### src/rtl/core_mem_pipe_pkg.sv
// rtl/core_mem_pipe_pkg.sv - shared types for the MEM/writeback pipe: writeback select and stage entry.
package core_mem_pipe_pkg;

    localparam int MEM_DATA_W = 64;
    localparam int MEM_REG_W  = 5;

    typedef enum logic [1:0] {
        WB_ALU    = 2'd0,
        WB_LOAD   = 2'd1,
        WB_C0     = 2'd2,
        WB_LINKPC = 2'd3
    } wb_sel_t;

    typedef struct packed {
        logic                  valid;
        logic                  write_enable;
        logic                  ready;
        logic                  mmio;
        wb_sel_t               wb_sel;
        logic [MEM_REG_W-1:0]  W_regnum;
        logic [MEM_DATA_W-1:0] data;
    } mem_pipe_entry_t;

    // Load data is unknown until the merge, so a LOAD entry enters with zero data.
    function automatic logic [MEM_DATA_W-1:0] ex_result(
        input wb_sel_t               sel,
        input logic [MEM_DATA_W-1:0] alu_out,
        input logic [MEM_DATA_W-1:0] c0_data,
        input logic [MEM_DATA_W-1:0] pc4
    );
        case (sel)
            WB_C0:     return c0_data;
            WB_LINKPC: return pc4;
            WB_LOAD:   return '0;
            default:   return alu_out;
        endcase
    endfunction

endpackage

### src/rtl/core_mem_pipe_if.sv
// rtl/core_mem_pipe_if.sv - EX, cache/MMIO, writeback and forwarding bundle; trace signals under CORE_MEM_PIPE_TRACE_EN.
interface core_mem_pipe_if #(
    parameter int DATA_W = 64,
    parameter int REG_W  = 5,
    parameter int DEPTH  = 2
);
    logic                    ex_valid;
    logic [REG_W-1:0]        ex_W_regnum;
    logic                    ex_write_enable;
    logic [1:0]              ex_wb_sel;
    logic [DATA_W-1:0]       ex_alu_out;
    logic [DATA_W-1:0]       ex_pc4;
    logic [DATA_W-1:0]       ex_c0_data;
    logic                    ex_mmio;
    logic                    flush;
    logic [DATA_W-1:0]       dc_rdata;
    logic                    dc_miss;
    logic                    mem_ready;
    logic                    d_valid;
    logic [DATA_W-1:0]       d_rdata;
    logic                    miss_stall;
    logic                    wb_write_enable;
    logic [REG_W-1:0]        wb_W_regnum;
    logic [DATA_W-1:0]       wb_W_data;
    logic [DEPTH-1:0]        fwd_valid;
    logic [DEPTH*REG_W-1:0]  fwd_regnum;
    logic [DEPTH*DATA_W-1:0] fwd_data;
    logic [DEPTH-1:0]        fwd_ready;
`ifdef CORE_MEM_PIPE_TRACE_EN
    logic [DATA_W-1:0]       ex_pc;
    logic [31:0]             ex_inst;
    logic [DATA_W-1:0]       wb_pc;
    logic [31:0]             wb_inst;
`endif

    modport master (
        output ex_valid, ex_W_regnum, ex_write_enable, ex_wb_sel, ex_alu_out, ex_pc4,
               ex_c0_data, ex_mmio, flush, dc_rdata, dc_miss, mem_ready, d_valid, d_rdata,
        input  miss_stall, wb_write_enable, wb_W_regnum, wb_W_data,
               fwd_valid, fwd_regnum, fwd_data, fwd_ready
`ifdef CORE_MEM_PIPE_TRACE_EN
        , output ex_pc, ex_inst, input wb_pc, wb_inst
`endif
    );

    modport slave (
        input  ex_valid, ex_W_regnum, ex_write_enable, ex_wb_sel, ex_alu_out, ex_pc4,
               ex_c0_data, ex_mmio, flush, dc_rdata, dc_miss, mem_ready, d_valid, d_rdata,
        output miss_stall, wb_write_enable, wb_W_regnum, wb_W_data,
               fwd_valid, fwd_regnum, fwd_data, fwd_ready
`ifdef CORE_MEM_PIPE_TRACE_EN
        , input ex_pc, ex_inst, output wb_pc, wb_inst
`endif
    );
endinterface

### src/rtl/core_mem_pipe_stage.sv
// rtl/core_mem_pipe_stage.sv - one pipe entry register with clear, load and hold.
module mem_pipe_stage
    import core_mem_pipe_pkg::*;
(
    input  logic            i_clk,
    input  logic            i_rst_n,
    input  logic            i_clear,
    input  logic            i_load,
    input  mem_pipe_entry_t i_entry,
    output mem_pipe_entry_t o_entry
);
    mem_pipe_entry_t r_entry;

    always_ff @(posedge i_clk or negedge i_rst_n) begin
        if (!i_rst_n) begin
            r_entry <= '0;
        end else if (i_clear) begin
            r_entry <= '0;
        end else if (i_load) begin
            r_entry <= i_entry;
        end
    end

    assign o_entry = r_entry;
endmodule

### src/rtl/core_mem_pipe.sv
// rtl/core_mem_pipe.sv - DEPTH-stage MEM/writeback pipe with load merge, miss freeze and per-stage forwarding.
// Optional trace of pc/inst through every stage when CORE_MEM_PIPE_TRACE_EN is defined.
module core_mem_pipe
    import core_mem_pipe_pkg::*;
#(
    parameter int DATA_W = MEM_DATA_W,
    parameter int REG_W  = MEM_REG_W,
    parameter int DEPTH  = 2
) (
    input  logic           clock,
    input  logic           reset_n,
    core_mem_pipe_if.slave bus
);
    localparam int LAST = DEPTH - 1;

    mem_pipe_entry_t w_stage [DEPTH];
    mem_pipe_entry_t w_next  [DEPTH];
    mem_pipe_entry_t w_ex_entry;
    mem_pipe_entry_t w_merged;
    logic            w_stall;
    logic            w_s0_load;

    always_comb begin
        w_ex_entry              = '0;
        w_ex_entry.valid        = bus.ex_valid & ~bus.flush;
        w_ex_entry.write_enable = bus.ex_write_enable;
        w_ex_entry.mmio         = bus.ex_mmio;
        w_ex_entry.wb_sel       = wb_sel_t'(bus.ex_wb_sel);
        w_ex_entry.W_regnum     = bus.ex_W_regnum;
        w_ex_entry.ready        = (wb_sel_t'(bus.ex_wb_sel) != WB_LOAD);
        w_ex_entry.data         = ex_result(wb_sel_t'(bus.ex_wb_sel), bus.ex_alu_out,
                                            bus.ex_c0_data, bus.ex_pc4);
    end

    assign w_s0_load = (w_stage[0].wb_sel == WB_LOAD);

    // The merge only matters on an unfrozen cycle, when the selected source is known good.
    always_comb begin
        w_merged = w_stage[0];
        if (w_s0_load) begin
            w_merged.data  = w_stage[0].mmio ? bus.d_rdata : bus.dc_rdata;
            w_merged.ready = 1'b1;
        end
    end

    assign w_stall = w_stage[0].valid & w_s0_load &
                     ((~w_stage[0].mmio & bus.dc_miss & ~bus.mem_ready) |
                      (w_stage[0].mmio & ~bus.d_valid));

    for (genvar g = 0; g < DEPTH; g++) begin : g_stage
        if (g == 0) begin : g_head
            assign w_next[g] = w_ex_entry;
        end else if (g == 1) begin : g_merge
            assign w_next[g] = w_merged;
        end else begin : g_shift
            assign w_next[g] = w_stage[g-1];
        end

        mem_pipe_stage u_stage (
            .i_clk   (clock),
            .i_rst_n (reset_n),
            .i_clear (1'b0),
            .i_load  (~w_stall),
            .i_entry (w_next[g]),
            .o_entry (w_stage[g])
        );

        assign bus.fwd_valid[g] = w_stage[g].valid & w_stage[g].write_enable &
                                  (w_stage[g].W_regnum != '0);
        assign bus.fwd_ready[g] = w_stage[g].ready;
        assign bus.fwd_regnum[g*REG_W +: REG_W]   = w_stage[g].W_regnum;
        assign bus.fwd_data[g*DATA_W +: DATA_W]   = w_stage[g].data;
    end

    // A frozen tail entry is suppressed so it writes exactly once, on its first unfrozen cycle.
    assign bus.wb_write_enable = w_stage[LAST].valid & w_stage[LAST].write_enable &
                                 (w_stage[LAST].W_regnum != '0) & ~w_stall;
    assign bus.wb_W_regnum     = w_stage[LAST].W_regnum;
    assign bus.wb_W_data       = w_stage[LAST].data;
    assign bus.miss_stall      = w_stall;

`ifdef CORE_MEM_PIPE_TRACE_EN
    logic [DATA_W-1:0] r_pc   [DEPTH];
    logic [31:0]       r_inst [DEPTH];

    always_ff @(posedge clock or negedge reset_n) begin
        if (!reset_n) begin
            for (int i = 0; i < DEPTH; i++) begin
                r_pc[i]   <= '0;
                r_inst[i] <= '0;
            end
        end else if (!w_stall) begin
            r_pc[0]   <= bus.ex_pc;
            r_inst[0] <= bus.ex_inst;
            for (int i = 1; i < DEPTH; i++) begin
                r_pc[i]   <= r_pc[i-1];
                r_inst[i] <= r_inst[i-1];
            end
        end
    end

    assign bus.wb_pc   = r_pc[LAST];
    assign bus.wb_inst = r_inst[LAST];
`endif
endmodule

### src/flat_wrapper.sv
// flat-port wrapper written by rule: the top's interface ports become plain ports
module core_mem_pipe_flat import core_mem_pipe_pkg::*;
#(
    parameter int DATA_W = MEM_DATA_W,
    parameter int REG_W  = MEM_REG_W,
    parameter int DEPTH  = 2
)
  (clock, reset_n, bus_ex_valid, bus_ex_W_regnum, bus_ex_write_enable, bus_ex_wb_sel, bus_ex_alu_out, bus_ex_pc4, bus_ex_c0_data, bus_ex_mmio, bus_flush, bus_dc_rdata, bus_dc_miss, bus_mem_ready, bus_d_valid, bus_d_rdata, bus_miss_stall, bus_wb_write_enable, bus_wb_W_regnum, bus_wb_W_data, bus_fwd_valid, bus_fwd_regnum, bus_fwd_data, bus_fwd_ready);
  core_mem_pipe_if #(.DATA_W(DATA_W), .REG_W(REG_W), .DEPTH(DEPTH)) bus_i ();
  input  logic clock;
  input  logic reset_n;
  input wire logic [$bits(bus_i.ex_valid)-1:0] bus_ex_valid;
  input wire logic [$bits(bus_i.ex_W_regnum)-1:0] bus_ex_W_regnum;
  input wire logic [$bits(bus_i.ex_write_enable)-1:0] bus_ex_write_enable;
  input wire logic [$bits(bus_i.ex_wb_sel)-1:0] bus_ex_wb_sel;
  input wire logic [$bits(bus_i.ex_alu_out)-1:0] bus_ex_alu_out;
  input wire logic [$bits(bus_i.ex_pc4)-1:0] bus_ex_pc4;
  input wire logic [$bits(bus_i.ex_c0_data)-1:0] bus_ex_c0_data;
  input wire logic [$bits(bus_i.ex_mmio)-1:0] bus_ex_mmio;
  input wire logic [$bits(bus_i.flush)-1:0] bus_flush;
  input wire logic [$bits(bus_i.dc_rdata)-1:0] bus_dc_rdata;
  input wire logic [$bits(bus_i.dc_miss)-1:0] bus_dc_miss;
  input wire logic [$bits(bus_i.mem_ready)-1:0] bus_mem_ready;
  input wire logic [$bits(bus_i.d_valid)-1:0] bus_d_valid;
  input wire logic [$bits(bus_i.d_rdata)-1:0] bus_d_rdata;
  output wire logic [$bits(bus_i.miss_stall)-1:0] bus_miss_stall;
  output wire logic [$bits(bus_i.wb_write_enable)-1:0] bus_wb_write_enable;
  output wire logic [$bits(bus_i.wb_W_regnum)-1:0] bus_wb_W_regnum;
  output wire logic [$bits(bus_i.wb_W_data)-1:0] bus_wb_W_data;
  output wire logic [$bits(bus_i.fwd_valid)-1:0] bus_fwd_valid;
  output wire logic [$bits(bus_i.fwd_regnum)-1:0] bus_fwd_regnum;
  output wire logic [$bits(bus_i.fwd_data)-1:0] bus_fwd_data;
  output wire logic [$bits(bus_i.fwd_ready)-1:0] bus_fwd_ready;
  assign bus_i.ex_valid = bus_ex_valid;
  assign bus_i.ex_W_regnum = bus_ex_W_regnum;
  assign bus_i.ex_write_enable = bus_ex_write_enable;
  assign bus_i.ex_wb_sel = bus_ex_wb_sel;
  assign bus_i.ex_alu_out = bus_ex_alu_out;
  assign bus_i.ex_pc4 = bus_ex_pc4;
  assign bus_i.ex_c0_data = bus_ex_c0_data;
  assign bus_i.ex_mmio = bus_ex_mmio;
  assign bus_i.flush = bus_flush;
  assign bus_i.dc_rdata = bus_dc_rdata;
  assign bus_i.dc_miss = bus_dc_miss;
  assign bus_i.mem_ready = bus_mem_ready;
  assign bus_i.d_valid = bus_d_valid;
  assign bus_i.d_rdata = bus_d_rdata;
  assign bus_miss_stall = bus_i.miss_stall;
  assign bus_wb_write_enable = bus_i.wb_write_enable;
  assign bus_wb_W_regnum = bus_i.wb_W_regnum;
  assign bus_wb_W_data = bus_i.wb_W_data;
  assign bus_fwd_valid = bus_i.fwd_valid;
  assign bus_fwd_regnum = bus_i.fwd_regnum;
  assign bus_fwd_data = bus_i.fwd_data;
  assign bus_fwd_ready = bus_i.fwd_ready;
  core_mem_pipe #(.DATA_W(DATA_W), .REG_W(REG_W), .DEPTH(DEPTH)) u_core (.clock(clock), .reset_n(reset_n), .bus(bus_i));
endmodule
### config.mk
export PLATFORM = sky130hd
export DESIGN_NAME = core_mem_pipe_flat
export DESIGN_NICKNAME = d
export VERILOG_FILES = /design/src/rtl/core_mem_pipe_pkg.sv /design/src/rtl/core_mem_pipe_if.sv /design/src/rtl/core_mem_pipe_stage.sv /design/src/rtl/core_mem_pipe.sv /design/src/flat_wrapper.sv
export SDC_FILE = /design/constraint.sdc
export NUM_CORES = 1
export LEC_CHECK = 0
export BUFFER_PORTS_ARGS = -buffer_cell sky130_fd_sc_hd__clkbuf_2
export CORE_AREA = 5 5 210 212
export CTS_CLUSTER_SIZE = 16
export DETAILED_ROUTE_END_ITERATION = 7
export DIE_AREA = 0 0 215 217
export RECOVER_POWER = 25
export SYNTH_ARGS = -nofsm -noshare
export SYNTH_HDL_FRONTEND = slang
export SYNTH_SLANG_ARGS = --single-unit
### constraint.sdc
create_clock -name clock -period 4.3 [get_ports clock]
set_input_delay 0.86 -clock clock [delete_from_list [all_inputs] [get_ports clock]]
set_output_delay 0.86 -clock clock [all_outputs]
set_load 0.02 [all_outputs]
==> results by group, run 1 <==
Floorplanning
  – Die Ht: ~220 um
  – Die area: 0.04666 sq mm
  – Site Rows: 75
  – Core footprint: 0.04176 sq mm
  – Starting Density: 23.85%
  – IO Pins: between 500 and 600
  – Die width: 215 um

Power
  – Peak supply drop: 242.2 uV
  – Pwr Density: 355.0 mW/mm^2
  – Clock power share: between 30% and 40%
  – Psw: 1.426 mW
  – Switch share: about a third
  – Internal: 2.910 mW
  – Flop pwr share: approximately two fifths
  – Comb pwr share: 28.0%
  – P_leak: 6.177 nW

GRT
  – First-pass GRT wire length: 46890 um
  – Total track usage: 12.90%
  – Global route total overflow: 0
  – Vias in the first global route: 7963
  – Met3 GRT Util: around 4.0%
  – Met1 usage in global routing: 14.81%
  – Initial antenna violation count: 1
  – Largest net degree at the start of global routing: 141
  – Gr busiest metal: met2
  – Met2 Track Usage GR: 22.97%

STA
  – Max Clk Rate: 0.3189 GHz
  – # setup viols final: 0
  – Unrepaired setup endpoints after global routing: no
  – Fin. Hold Viols: 0
  – Final WS setup: 1.164 ns
  – Fin Hold WS: 0.5018 ns
  – Skew final: 0.009679 ns
  – Setup TNS: 0 ns
  – Fin crit share: 72.92%
  – Fin crit period: 3.136 ns
  – Worst slew pin tran: 1.954 ns
  – Max_slew headroom: -30.25%
  – Slew Limit Fails: 74

Setup path
  – Critical Path RT: 3.44 ns
  – CP arrival: 2.28 ns
  – Worst setup SP type: flip-flop
  – Max FO, Critical Path: 33
  – Setup CP Type: reg2out
  – CP Capture Type: primary output

Clock tree
  – CTS Sinks: 147
  – Max clock buf depth: 2
  – Root buf cell: clkbuf_16
  – H-tree depth: 4
  – Setup bufs post-CTS: 0
  – Cts repair resizes: 0
  – Clk Latency, worst-skew pair: 0.43 ns
  – Cts hold-fix bufs: 0
  – CTS tree: done
  – Reg clk slew, reported paths: ~0.060 ns
  – TritonCTS Buffers: 17

Route
  – Total number of vias: 7284
  – Initial drt markers: 174
  – Wirelength per Cell: 18.49 um
  – Routed Antenna Nets: 0
  – Vias/cell: 4.302
  – Routed wire length: 31300 um
  – First drt pass iteration count: 6
  – DRC viols: 0

Synth
  – Syn Area/Cell: between 10 and 15 sq um
  – Post-synth top cells: 293 x mux2_2, 209 x buf_4, 147 x dfrtp_1
  – Total of flip-flops plus latches after synthesis: ~150
  – Post-synth EDFFs: 0
  – Mapped Cells: 824
  – Area contributors post-synth: dfrtp_1 37%, mux2_2 33%, buf_4 16%
  – Yosys top cell by area: dfrtp_1
  – Primary FF master, synth: dfrtp_1
  – Mapped Area: 0.009961 sq mm
  – Net Count, Synth: 1160
  – FFs w/ async S/R, synth: 100.0%
  – Synth Warn #: 0
  – Top-count cell post-synth: mux2_2
  – Top cell type's share of synthesized area: 36.93%
  – Yosys cell types: 23
  – Seq/Total Area, Yosys: 36.93%

Final layout
  – Layout area overhead: 22.66%
  – Multi-input gate area: about 0.0045 sq mm
  – Layout fillers: approximately 4.3k
  – Max reg flops: 147
  – Share of layout cells above drive strength 1: around three quarters
  – Fin cells: 1693
  – Final #Nets: ~1.5k
  – Reg area: 0.003682 sq mm

Placement
  – Placer Congestion: between 0.8 and 0.9
  – # port buffers: 548
  – DP Cell Count: ~1.7k
  – Place WS: 1.431 ns
  – Hpwl dp: 24700 um

Worst hold path
  – Hold Crit Class: reg2reg

Flow run
  – Max capacitance violation total: 1

Run status
  – Failing checks: capacitance limit, slew limit
  – Status: finished, violations left
[final cells by class]
cell class              instances  area share, %
diodes                          1        0.02048
clock buffers                  20          3.656
clock inverters                12         0.8705
inverters                       3        0.09217
multi-input cells             415          36.52
flip-flops and latches        147          30.14
well taps                     539          5.520
repair buffers                556          23.18
[cells by family after synthesis]
| logic type | count (synthesis) | share of synthesized area [%] |
|---|---|---|
| compound gates | 71 | 6.243 |
| buf+inv | 262 | 18.52 |
| flops | 147 | 36.93 |
| mux | 333 | 37.65 |
| simple gates | 11 | 0.6657 |
[worst max-delay path, cell delays in order (launching register included)]
cell	delay, ns
dfrtp_4	0.76
nand2_1	0.21
o2111ai_4	0.18
clkinv_1	0.40
clkbuf_2	0.28
[per-layer routing]
layer,share of wire (%),vias up
li1,-,3373
met1,40,3558
met2,51,323
met3,6.9,30
met4,2.3,0
met5,0,-
[final timing paths]
check / start / end / slack, ns / cells past startpoint
worst min-delay path: u_core.g_stage[1].u_stage.o_entry[74] / u_core.g_stage[1].u_stage.o_entry[74] / 0.50 / 1
min in group asynchronous: reset_n / u_core.g_stage[1].u_stage.o_entry[49] / 0.92 / 1
worst max-delay path: u_core.g_stage[0].u_stage.o_entry[71] / bus_miss_stall / 1.16 / 4
max in group asynchronous: reset_n / u_core.g_stage[0].u_stage.o_entry[71] / 1.94 / 1
worst min register to register: u_core.g_stage[1].u_stage.o_entry[74] / u_core.g_stage[1].u_stage.o_entry[74] / 0.50 / 1
worst max register to register: u_core.g_stage[0].u_stage.o_entry[71] / u_core.g_stage[1].u_stage.o_entry[43] / 1.85 / 4
[power groups by stage]
stage               Combinational [mW]  Clock (mW)  Sequential (mW)
global route                      1.30        1.56             1.72
global placement                  1.22           0             1.72
finish                            1.21        1.43             1.69
CTS                               1.23        1.50             1.70
detailed placement                1.23           0             1.72
floorplan                         1.07           0             1.64
[through the flow]
step,power (mW),util [%],area (sq um)
global route,4.576,29.25,12220
finish,4.337,29.26,12220
floorplan,2.716,-,9961
detailed placement,2.955,27.94,11670
global placement,2.940,27.94,11670
CTS,4.434,29.27,12220
[layout by cell type (no fill, tap or decap), types with 2 or more instances in the layout]
master and count:
clkbuf_2 546, mux2_2 293, dfrtp_1 146, a22o_1 64, mux2_1 40, clkbuf_16 17, buf_4 8, clkinv_2 4
clkinvlp_4 4, or3_1 2, o311a_1 2, and2_1 2, nand2b_1 2, inv_1 2, o21ai_0 2, clkbuf_1 2
inv_6 2, buf_12 2
Power figures use the tool's default switching activity.
==> inputs of run 2 (changes only) <==
==> constraint.sdc (replaced) <==
create_clock -name clock -period 3.3 [get_ports clock]
set_input_delay 0.66 -clock clock [delete_from_list [all_inputs] [get_ports clock]]
set_output_delay 0.66 -clock clock [all_outputs]
set_load 0.02 [all_outputs]
==> run 2 against run 1 <==
Against the previous run:
- the flow still finishes with violations (capacitance limit, slew limit)
- non-clock buffer count is 6 higher
- utilization is 0.26 points higher
- wire length is 0.86% lower
- die area stayed put
- register-to-register slack worse by 0.59 ns
- global-route usage is 0.052 points lower
- critical endpoint unchanged
- largest cell class unchanged
==> results by group, run 2 (synthesized netlist as in run 1, its figures left out) <==
STA
  – Worst slew pin tran: 1.740 ns (was 1.954 ns)
  – Slew Limit Fails: 61 (was 74)
  – Fin. Hold Viols: 0 (unchanged)
  – Final WS setup: 0.5814 ns (was 1.164 ns)
  – Fin crit share: between 80% and 90%
  – Max Clk Rate: 0.3678 GHz
  – Max_slew headroom: -15.98% (was -30.25%)
  – Unrepaired setup endpoints after global routing: no (unchanged)
  – # setup viols final: 0 (unchanged)
  – Fin crit period: ~2.7 ns
  – Skew final: 0.01221 ns (was 0.009679 ns)
  – Fin Hold WS: 0.4184 ns (was 0.5018 ns)
  – Setup TNS: 0 ns (unchanged)

Floorplanning
  – Die Ht: 217 um (unchanged)
  – Die area: 0.04666 sq mm (unchanged)
  – Die width: 215 um (unchanged)
  – Starting Density: 23.85% (unchanged)
  – Core footprint: 0.04176 sq mm (unchanged)
  – Site Rows: 75 (unchanged)
  – IO Pins: 549 (unchanged)

Run status
  – Failing checks: capacitance limit, slew limit (unchanged)
  – Status: finished, violations left (unchanged)

Setup path
  – Crit path buf inv count: 3 (was 2)
  – CP arrival: 2.06 ns (was 2.28 ns)
  – CP Capture Type: primary output (unchanged)
  – Slowest-stage cell, CP: o2111ai_4 (was dfrtp_4)
  – Critical Path RT: 2.64 ns (was 3.44 ns)
  – Max FO, Critical Path: 17 (was 33)
  – CP Cell Sequence: o2111ai_4 -> clkinv_1 -> buf_4 -> clkbuf_2 (was nand2_1 -> o2111ai_4 -> clkinv_1 -> clkbuf_2)
  – Crit path max-delay family: compound AO/OA/AOI/OAI gates (was flip-flops)
  – Setup CP Type: reg2out (unchanged)
  – Worst setup SP type: flip-flop (unchanged)
  – Crit-path max cell delay: 0.58 ns (was 0.76 ns)

Placement
  – DP Cell Count: 1666 (was 1660)
  – Placer Congestion: 0.8528 (was 0.8589)
  – # port buffers: 548 (unchanged)
  – Place WS: 0.6725 ns (was 1.431 ns)
  – Hpwl dp: 24760 um (was 24700 um)

Clock tree
  – Clk Latency, worst-skew pair: 0.43 ns (about the same)
  – CTS tree: done (unchanged)
  – Max clock buf depth: 2 (unchanged)
  – Reg clk slew, reported paths: 0.07 ns (was 0.06 ns)
  – Setup bufs post-CTS: 0 (unchanged)
  – H-tree depth: 4 (unchanged)
  – Cts hold-fix bufs: 0 (unchanged)
  – CTS Sinks: 147 (unchanged)
  – Cts repair resizes: 0 (unchanged)
  – Root buf cell: clkbuf_16 (unchanged)
  – TritonCTS Buffers: 17 (unchanged)

Final layout
  – Most common cell after layout, fill and taps aside: clkbuf_2 (unchanged)
  – Layout area overhead: 23.77% (was 22.66%)
  – Fin cells: 1699 (was 1693)
  – Most frequent cells in the layout: 546 x clkbuf_2, 293 x mux2_2, 146 x dfrtp_1, 64 x a22o_1, 40 x mux2_1 (unchanged)
  – Share of layout cells above drive strength 1: 76.79% (was 76.58%)
  – Max reg flops: 147 (unchanged)
  – Final #Nets: 1482 (was 1476)

Route
  – Wirelength per Cell: 18.27 um (was 18.49 um)
  – Vias/cell: 4.250 (was 4.302)
  – DRC viols: 0 (unchanged)
  – Routed wire length: 31040 um (was 31300 um)
  – First drt pass iteration count: 5 (was 6)
  – Routed Antenna Nets: 0 (unchanged)
  – Total number of vias: 7220 (was 7284)
  – Initial drt markers: 200 (was 174)

GRT
  – Total track usage: 12.84% (was 12.90%)
  – Initial antenna violation count: 1 (unchanged)
  – Vias in the first global route: 7774 (was 7963)
  – First-pass GRT wire length: 46440 um (was 46890 um)
  – Global route total overflow: 0 (unchanged)
  – Largest net degree at the start of global routing: 67 (was 141)

Worst hold path
  – Hold Crit Class: in2reg (was reg2reg)

Power
  – Pwr Density: 467.4 mW/mm^2 (was 355.0 mW/mm^2)
  – P_leak: 6.238 nW (was 6.177 nW)
  – Peak supply drop: 329.2 uV (was 242.2 uV)
  – Pwr Total: 5.763 mW (was 4.337 mW)

Flow run
  – Max capacitance violation total: 1 (unchanged)
## run 2: changes by cell type in the layout (fill, tap and decap cells not counted)
cell / change
clkinvlp_4: -2
clkbuf_1: -1
inv_6: +3
bufinv_16: +1
buf_4: +3
clkinv_2: -1
clkinv_4: +1
clkbuf_8: -1
buf_12: +3
## run 2: layout make-up
cell class                      count  area (sq um)
Antenna cell                        1         2.502
Clock buffer                       18         429.2
Clock inverter                     14         151.4
Fill cell                        4337         29430
Inverter                            3         11.26
Multi-Input combinational cell    415          4462
Sequential cell                   147          3682
Tap cell                          539         674.4
Timing Repair Buffer              562          2915
## run 2: power breakdown
group | switching (mW) | internal (mW)
registers | 0.192 | 2.00
clock network | 0.842 | 1.12
logic | 0.862 | 0.744
## run 2: path summary, 6_finish.rpt
check,start,endpoint,slack (ns),cells after the start
worst min register to register,u_core.g_stage[1].u_stage.o_entry[74],u_core.g_stage[1].u_stage.o_entry[74],0.50,1
worst max register to register,u_core.g_stage[0].u_stage.o_entry[71],u_core.g_stage[0].u_stage.o_entry[28],1.26,3
worst max-delay path,u_core.g_stage[0].u_stage.o_entry[71],bus_miss_stall,0.58,4
worst min-delay path,bus_flush,u_core.g_stage[0].u_stage.o_entry[74],0.42,2
max in group asynchronous,reset_n,u_core.g_stage[0].u_stage.o_entry[71],1.35,1
min in group asynchronous,reset_n,u_core.g_stage[0].u_stage.o_entry[38],0.68,1
## run 2: worst reg2reg max path, delay by kind of cell, from the launching register on
kind                   cells  cell delay [ns]
buffers and inverters      1             0.34
muxes                      1             0.49
DFF                        1             0.52
AOI/OAI and AO/OA          1             0.58
## run 2: layer usage
metal	up-vias	GRT usage (%)	wire [um]
met2	334	22.10	15340
met5	-	0	0
met1	3470	15.45	12710
met3	29	3.530	2212
li1	3387	-	-
met4	0	4.694	773
## run 2: stage by stage
step | cell area, sq um | utilization, %
floorplan | 9961 | -
global placement | 11750 | 28.14
detailed placement | 11750 | 28.14
CTS | 12330 | 29.53
global route | 12330 | 29.52
finish | 12330 | 29.52
